## config.mk

```make
export PLATFORM = sky130hd
export DESIGN_NAME = csa_reduce_accum
export DESIGN_NICKNAME = d
export VERILOG_FILES = /design/src/rtl/csa_reduce_accum.sv
export SDC_FILE = /design/constraint.sdc
export NUM_CORES = 2
export LEC_CHECK = 0
export BUFFER_PORTS_ARGS = -buffer_cell sky130_fd_sc_hd__buf_2
export CORE_AREA = 2 2 407 409
export CTS_CLUSTER_SIZE = 20
export DETAILED_ROUTE_END_ITERATION = 16
export DIE_AREA = 0 0 409 411
export PLACE_DENSITY = 0.39
export SYNTH_ARGS = -nofsm -noshare
export SYNTH_HDL_FRONTEND = slang
export SYNTH_SLANG_ARGS = --single-unit
```

## constraint.sdc

```tcl
create_clock -name clk -period 6.7 [get_ports clk]
set_input_delay 0.335 -clock clk [delete_from_list [all_inputs] [get_ports clk]]
set_output_delay 0.335 -clock clk [all_outputs]
set_load 0.02 [all_outputs]
```

## src/rtl/csa_reduce_accum.sv

```systemverilog
// Signed reduction of NUM_IN words per beat (3:2 tree + CPA), accumulated per packet, then rounded and saturated.
// Latency 3 cycles from last-beat acceptance to out_valid; a stalled output freezes every stage (in_ready = ~out_valid | out_ready).
module csa_reduce_accum #(
    parameter int NUM_IN    = 64,
    parameter int IN_BITS   = 16,
    parameter int OUT_BITS  = 16,
    parameter int SHIFT     = 0,
    parameter int MAX_BEATS = 16
) (
    input  logic                               clk,
    input  logic                               rst,
    input  logic                               clear,
    input  logic                               in_valid,
    output logic                               in_ready,
    input  logic                               in_last,
    input  logic [NUM_IN*IN_BITS-1:0]          in_flat,
    output logic                               out_valid,
    input  logic                               out_ready,
    output logic [OUT_BITS-1:0]                out,
    output logic                               out_sat,
    output logic                               out_err,
    output logic [$clog2(MAX_BEATS+1)-1:0]     out_beats
);
    localparam int ACC_BITS = IN_BITS + $clog2(NUM_IN) + $clog2(MAX_BEATS);
    localparam int CNT_BITS = $clog2(MAX_BEATS + 1);
    localparam logic [CNT_BITS-1:0] MAX_CNT = CNT_BITS'(MAX_BEATS);
    localparam logic signed [ACC_BITS:0] RND =
        (SHIFT > 0) ? ((ACC_BITS+1)'(1) <<< (SHIFT > 0 ? SHIFT - 1 : 0)) : '0;
    localparam logic signed [ACC_BITS:0] MAX_OUT =
        {{(ACC_BITS+2-OUT_BITS){1'b0}}, {(OUT_BITS-1){1'b1}}};
    localparam logic signed [ACC_BITS:0] MIN_OUT =
        {{(ACC_BITS+2-OUT_BITS){1'b1}}, {(OUT_BITS-1){1'b0}}};

    function automatic int csa_layers(input int n);
        int cnt = n;
        int l   = 0;
        while (cnt > 2) begin
            cnt = 2 * (cnt / 3) + cnt % 3;
            l++;
        end
        return l;
    endfunction

    localparam int LAYERS = csa_layers(NUM_IN);

    logic adv;
    assign adv      = ~out_valid | out_ready;
    assign in_ready = adv;

    // Two spare slots keep the g+1/g+2 taps in range for the last group.
    logic [ACC_BITS-1:0] cur [NUM_IN+2];
    logic [ACC_BITS-1:0] nxt [NUM_IN+2];
    logic [ACC_BITS-1:0] ca, cb, cc;
    logic [ACC_BITS-1:0] csa_sum, csa_carry;
    int                  n_live;

    always_comb begin
        for (int i = 0; i < NUM_IN + 2; i++) begin
            cur[i] = '0;
        end
        for (int i = 0; i < NUM_IN; i++) begin
            cur[i] = ACC_BITS'($signed(in_flat[i*IN_BITS +: IN_BITS]));
        end
        nxt    = cur;
        ca     = '0;
        cb     = '0;
        cc     = '0;
        n_live = NUM_IN;
        for (int l = 0; l < LAYERS; l++) begin
            nxt = cur;
            for (int g = 0; g < NUM_IN; g += 3) begin
                if (g + 2 < n_live) begin
                    ca = cur[g];
                    cb = cur[g+1];
                    cc = cur[g+2];
                    nxt[2*(g/3)]   = ca ^ cb ^ cc;
                    nxt[2*(g/3)+1] = ((ca & cb) | (ca & cc) | (cb & cc)) << 1;
                end else if (g < n_live) begin
                    nxt[2*(g/3)] = cur[g];
                    if (g + 1 < n_live) begin
                        nxt[2*(g/3)+1] = cur[g+1];
                    end
                end
            end
            n_live = 2 * (n_live / 3) + n_live % 3;
            cur    = nxt;
        end
        csa_sum   = cur[0];
        csa_carry = cur[1];
    end

    logic                s1_valid, s1_last;
    logic [ACC_BITS-1:0] s1_sum, s1_carry;
    logic                s2_valid, s2_last;
    logic [ACC_BITS-1:0] s2;

    always_ff @(posedge clk or posedge rst) begin
        if (rst) begin
            s1_valid <= 1'b0;
            s1_last  <= 1'b0;
            s1_sum   <= '0;
            s1_carry <= '0;
            s2_valid <= 1'b0;
            s2_last  <= 1'b0;
            s2       <= '0;
        end else if (clear) begin
            s1_valid <= 1'b0;
            s2_valid <= 1'b0;
        end else if (adv) begin
            s1_valid <= in_valid;
            s1_last  <= in_last;
            s1_sum   <= csa_sum;
            s1_carry <= csa_carry;
            s2_valid <= s1_valid;
            s2_last  <= s1_last;
            s2       <= s1_sum + s1_carry;
        end
    end

    logic [ACC_BITS-1:0] acc, acc_sum, res;
    logic [CNT_BITS-1:0] beat_cnt, beat_nxt, res_beats;
    logic                res_valid, res_err;

    assign acc_sum  = acc + s2;
    assign beat_nxt = beat_cnt + 1'b1;

    always_ff @(posedge clk or posedge rst) begin
        if (rst) begin
            acc       <= '0;
            beat_cnt  <= '0;
            res       <= '0;
            res_err   <= 1'b0;
            res_beats <= '0;
            res_valid <= 1'b0;
        end else if (clear) begin
            acc       <= '0;
            beat_cnt  <= '0;
            res_valid <= 1'b0;
        end else if (adv) begin
            if (s2_valid && (s2_last || beat_nxt == MAX_CNT)) begin
                res       <= acc_sum;
                res_err   <= ~s2_last;
                res_beats <= beat_nxt;
                res_valid <= 1'b1;
                acc       <= '0;
                beat_cnt  <= '0;
            end else begin
                res_valid <= 1'b0;
                if (s2_valid) begin
                    acc      <= acc_sum;
                    beat_cnt <= beat_nxt;
                end
            end
        end
    end

    // One extra bit so the rounding increment cannot wrap.
    logic signed [ACC_BITS:0] rnd_sum, rnd_shr;
    logic                     sat_hi, sat_lo;

    always_comb begin
        rnd_sum = $signed({res[ACC_BITS-1], res}) + RND;
        rnd_shr = rnd_sum >>> SHIFT;
        sat_hi  = rnd_shr > MAX_OUT;
        sat_lo  = rnd_shr < MIN_OUT;
    end

    always_ff @(posedge clk or posedge rst) begin
        if (rst) begin
            out_valid <= 1'b0;
            out       <= '0;
            out_sat   <= 1'b0;
            out_err   <= 1'b0;
            out_beats <= '0;
        end else if (clear) begin
            out_valid <= 1'b0;
        end else if (adv) begin
            out_valid <= res_valid;
            if (res_valid) begin
                out_err   <= res_err;
                out_beats <= res_beats;
                out_sat   <= sat_hi | sat_lo;
                if (sat_hi) begin
                    out <= MAX_OUT[OUT_BITS-1:0];
                end else if (sat_lo) begin
                    out <= MIN_OUT[OUT_BITS-1:0];
                end else begin
                    out <= rnd_shr[OUT_BITS-1:0];
                end
            end
        end
    end
endmodule
```

[Yosys cells after proc, flatten, opt, wreduce, memory -nomap -nowiden]
Index checks and enable logic that the tools add are counted.
Storage, ports and cells
  register bits: 169
  memories: 0
  bits in latches: 0
  word-level logic and storage cells: 490
  memory bits (writable): 0
  ROM bits: 0
  output and inout port bits: 25
  bits of input ports: 1030
Operators by class
  shifts and indexed selects: 0
  magnitude comparators: 2
  equal/unequal tests: 1
  $mul: 0
  add/subtract/negate cells: 3
  muxes and demuxes: 19
  reduce and logical (&&, ||, !) cells: 8
  bitwise gates (word level): 439
  div/mod/pow operators: 0
Operator list (number)
  $and 25x25->25: 186
  $xor 26x26->26: 124
  $or 25x25->25: 124
  $mux 26: 4
  $add 26x26->26: 2
  $mux 16: 2
  $gt 26x16->1 const B: 1
  $lt 26x16->1 const B: 1
  $mux 5: 4
  $mux 1: 9
  $reduce_and 3->1: 2
  $add 5x1->5 const B: 1
  $eq 5x5->1 const B: 1
  $reduce_and 2->1: 2
  $not 1->1: 3
  $reduce_bool 3->1: 1
  $or 1x1->1: 2
  $reduce_bool 2->1: 1
  $logic_and 1x1->1: 1
  $logic_or 1x1->1: 1

[Depth between registers and ports, before layout]
  depth in word-level cells: 30
  gate-level depth with buffers: 20
  gate-level depth less buffers: 20

[Least setup slack after synthesis]
No wires, ideal clock.
  kind: in2reg
  start: input port in_flat[927]
  end: register s1_sum[23]
  required time: 6.568 ns
  stages: 18
  slack: 0.679 ns
  library setup time: 0.132 ns
  path buffers: 0
  data arrival time: 5.890 ns
  cells stage by stage: inv_1 fa_1 inv_1 fa_1 inv_1 fa_1 fa_1 fa_1 inv_1 fa_1 inv_1 fa_1 inv_1 fa_1 inv_1 fa_1 fa_1 o21ai_0
Between the ends
  word-level cells in the longest chain between the ends: 26
  elaborated cells on any way between the ends: 66
  classes of those cells: bitwise: 66
Ends and longest elaborated chain
  from (decl): RTL line 16  | input logic [NUM_IN*IN_BITS-1:0] in_flat,
  $xor 26x26->26 / $and 25x25->25 (equally long branches): RTL line 76, 77
  $xor 26x26->26 / $or 25x25->25 (equally long branches): RTL line 76, 77
  $and 25x25->25 / $or 25x25->25 (equally long branches): RTL line 77  | nxt[2*(g/3)+1] = ((ca & cb) | (ca & cc) | (cb & cc)) << 1;
  $or 25x25->25 / $xor 26x26->26 (equally long branches) (2 in series): RTL line 77, 76
  $and 25x25->25: RTL line 77
  $or 25x25->25 (2 in series): RTL line 77
  $and 25x25->25: RTL line 77
  $or 25x25->25 (2 in series): RTL line 77
  (+3 left out)
  $xor 26x26->26 / $and 25x25->25 (equally long branches): RTL line 76, 77
  $xor 26x26->26 / $or 25x25->25 (equally long branches) (2 in series): RTL line 76, 77
  $xor 26x26->26: RTL line 76  | nxt[2*(g/3)] = ca ^ cb ^ cc;
  $and 25x25->25: RTL line 77
  $or 25x25->25 (2 in series): RTL line 77
  $and 25x25->25: RTL line 77
  $or 25x25->25 (2 in series): RTL line 77
  $xor 26x26->26 * (2 in series): RTL line 76
  to (signal assigned): RTL line 112  | s1_sum <= csa_sum;
  to (decl): RTL line 93  | logic [ACC_BITS-1:0] s1_sum, s1_carry;
Every way passes the cells marked *; elsewhere a longest branch is shown, timed or not.
A chain may end at the register's enable or synchronous reset.

[Final worst setup path]
  start: input port in_flat[504]
  end: register s1_sum[8]
Between the ends
  word-level cells in the longest chain between the ends: 17
Ends and longest elaborated chain (RTL line)
  $xor 26x26->26 (17 in series): 76
Every way passes these cells.

==> impl_metrics.csv <==
group,metric,value,unit
clocking,clock_latency,450,ps
timing,maxSlewHeadroom,28.7,%
route,routed_wl,148,mm
finish,postLayoutCoreUtil,27.0,%
critical_path,worstPathMaxFanout,1,
place,portBuffers,1054,
critical_path,cp-startpoint,"in_flat[504]",
min_path,hold_start,"in_last",
die,die-area,0.168,sq mm
yosys,seq_area_frac_synth,11.8,%
global_routing,grt_max_degree,92,
route,vias,25209,
critical_path,worstPathRequired,6990,ps
finish,area_growth,24.2,%
finish,final_cell_mix,"inv_1 (1,420), buf_2 (1,054), fa_1 (1,050), dfrtp_1 (168), nand2_1 (157)",
clocking,numCtsBuffers,17,
outcome,status,"finished, final reports clean",
global_routing,grt_use_total,17.7,%
global_routing,grt_pass1_vias,29113,
yosys,synth_top_area_share,59.0,%
timing,final_hold_viol_count,0,
die,fp.dieW,409,microns
timing,finalSetupViolCount,0,
critical_path,cp-end-kind,"flop",
timing,worst_clock_skew,10.8,ps
place,place_congestion,0.877,
die,core,0.164,sq mm
min_path,worst_hold_path_type,"in2reg",
clocking,cts_tree,"yes",
min_path,whs_path_depth,3,
yosys,synth_cell_types,56,
die,fp.dieH,411,microns
route,ant_nets,0,
yosys,synth_area_leaders,"fa_1 (59%), inv_1 (15%), dfrtp_1 (12%)",
route,dr.first_iter.drc_count,911,
route,drc,0,
die,std_cell_rows,149,
timing,worst-slew-pin-transition,1060,ps
timing,setup_tns,0,ps
die,ios,1055,
yosys,synth_top_flop_cell,"dfrtp_1",
clocking,htree_levels,4,
timing,final.period_utilization,88.4,%
critical_path,worst-r2r-cell-count,7,
critical_path,worstPathArrival,6210,ps
global_routing,grt_pass1_wl,209,mm
yosys,syn-instance-count,3421,
clocking,ctsResizeCount,0,
route,vias_per_cell,3.77,
yosys,synth_area,0.0357,sq mm
critical_path,crit_path_start_kind,"input port",
die,start_util,21.8,%
global_routing,grt_overflow,0,
yosys,synth_top_area_cell,"fa_1",
yosys,syn_avg_cell_area,10.4,sq um
finish,drive_above_1_share,25.3,%
clocking,root_buffer,"clkbuf_16",
timing,finalWorstPathRequiredPeriod,5920,ps
yosys,synth_edf_count,0,
yosys,synthArstFlopShare,100,%
clocking,clkTransAtPathRegs,60,ps
finish,final_common_cell,"inv_1",
finish,final_nets,6634,
global_routing,antenna_found_initial,83,
yosys,syn-num-nets,5591,
clocking,cts_num_sinks,168,
critical_path,rr_startpoint,"beat_cnt[0]",
timing,rsz0062_at_grt,"false",
yosys,ys_ff_latch,168,
run,drv_cap,0,
finish,fill_cells,17749,
clocking,clockBufferDepth,2,
yosys,yosys_warnings,0,
timing,max_freq,169,MHz
timing,slew_violations,0,
route,wl_per_cell,22.1,microns
critical_path,path_class,"in2reg",
route,drtPass1Iterations,7,
place,dp_hpwl,142,mm
## flip-flops by register name (all words and copies together) (netlist names)
signal and count:
out_valid 1, acc 26, out_beats 5, s2_last 1, res_beats 5, s1_valid 1, s1_last 1, res_valid 1
beat_cnt 5, s2_valid 1, out_sat 1, s1_carry 25, res 26, res_err 1, out_err 1, s2 26
s1_sum 25, out 16
## synthesized netlist by cell type, drive strengths merged, types with 4 or more instances
cell type,instances
nor3,12
fa,1050
nand2,158
o211ai,8
inv,1421
buf,11
xor2,19
a22o,21
mux2,28
nand3,19
dfrtp,168
ha,90
o21a,9
nand4,10
and2,4
xnor2,23
nand2b,4
nor2b,7
a21o,15
nor2,34
o21ai,141
a211oi,18
a21oi,50
o31ai,12
and3,6
o21bai,6
clkbuf,33
## path summary, 6_finish.rpt
check	to	slack, ps
max	s1_sum[8]	780
min	s1_last	90
max reg2reg	res[3]	3760
min reg2reg	out_sat	480
max in group asynchronous	s1_carry[7]	4940
min in group asynchronous	s1_valid	430
## area by class of cell
class	count	area [sq um]	area share, %
multi-input combinational	1788	26000	58.6
timing repair buffer	1068	5400	12.2
inverter	1421	5340	12.1
sequential	168	4200	9.49
tap	2189	2740	6.19
clock buffer	21	460	1.04
clock inverter	10	144	0.325
antenna	13	32.5	0.0735
## logic make-up after synthesis
logic type	synth area share [%]
buffers and inverters	15.4
adders and majority gates	62.1
AOI/OAI and AO/OA	5.39
and+or+nand+nor	3.27
DFF	11.8
xor gates and xnor gates	1.03
muxes	0.969
## metrics by stage
stage	std cells	hold slack, ps	instance area, sq um	setup slack (ps)
after detailed placement	6633	367	43600	216
after CTS	6665	66.6	44200	705
after floorplan	3421	398	35700	679
after global placement	6633	362	43600	219
final	6678	93.8	44300	777
after global routing	6673	88.2	44300	551
## routing by layer
| metal | wire, microns | GRT usage [%] | up-vias | part of all wire (%) |
|---|---|---|---|---|
| met5 | 319 | 0 | - | 0.22 |
| met4 | 1370 | 2.26 | 50 | 0.93 |
| met3 | 7510 | 3.11 | 140 | 5.1 |
| met2 | 84200 | 34.7 | 720 | 57 |
| met1 | 54400 | 20.2 | 12742 | 37 |
| li1 | - | - | 11557 | - |
## timing repair
action | CTS | global route
hold buffers | 1 | 0
buffers inserted | 0 | 0
endpoints found under the hold margin | 36 | 0
## critical path, stage by stage
cell,delay [ps]
buf_2,100
inv_1,50
fa_1,490
inv_1,50
fa_1,760
inv_1,110
fa_1,500
inv_1,60
fa_1,530
inv_1,60
fa_1,480
fa_1,650
fa_1,480
fa_1,520
fa_1,450
fa_1,490
o21ai_0,80
Power is left out: the tool's default activity adds up to more than one toggle a clock period on the data nets, which glitch-free logic cannot reach.
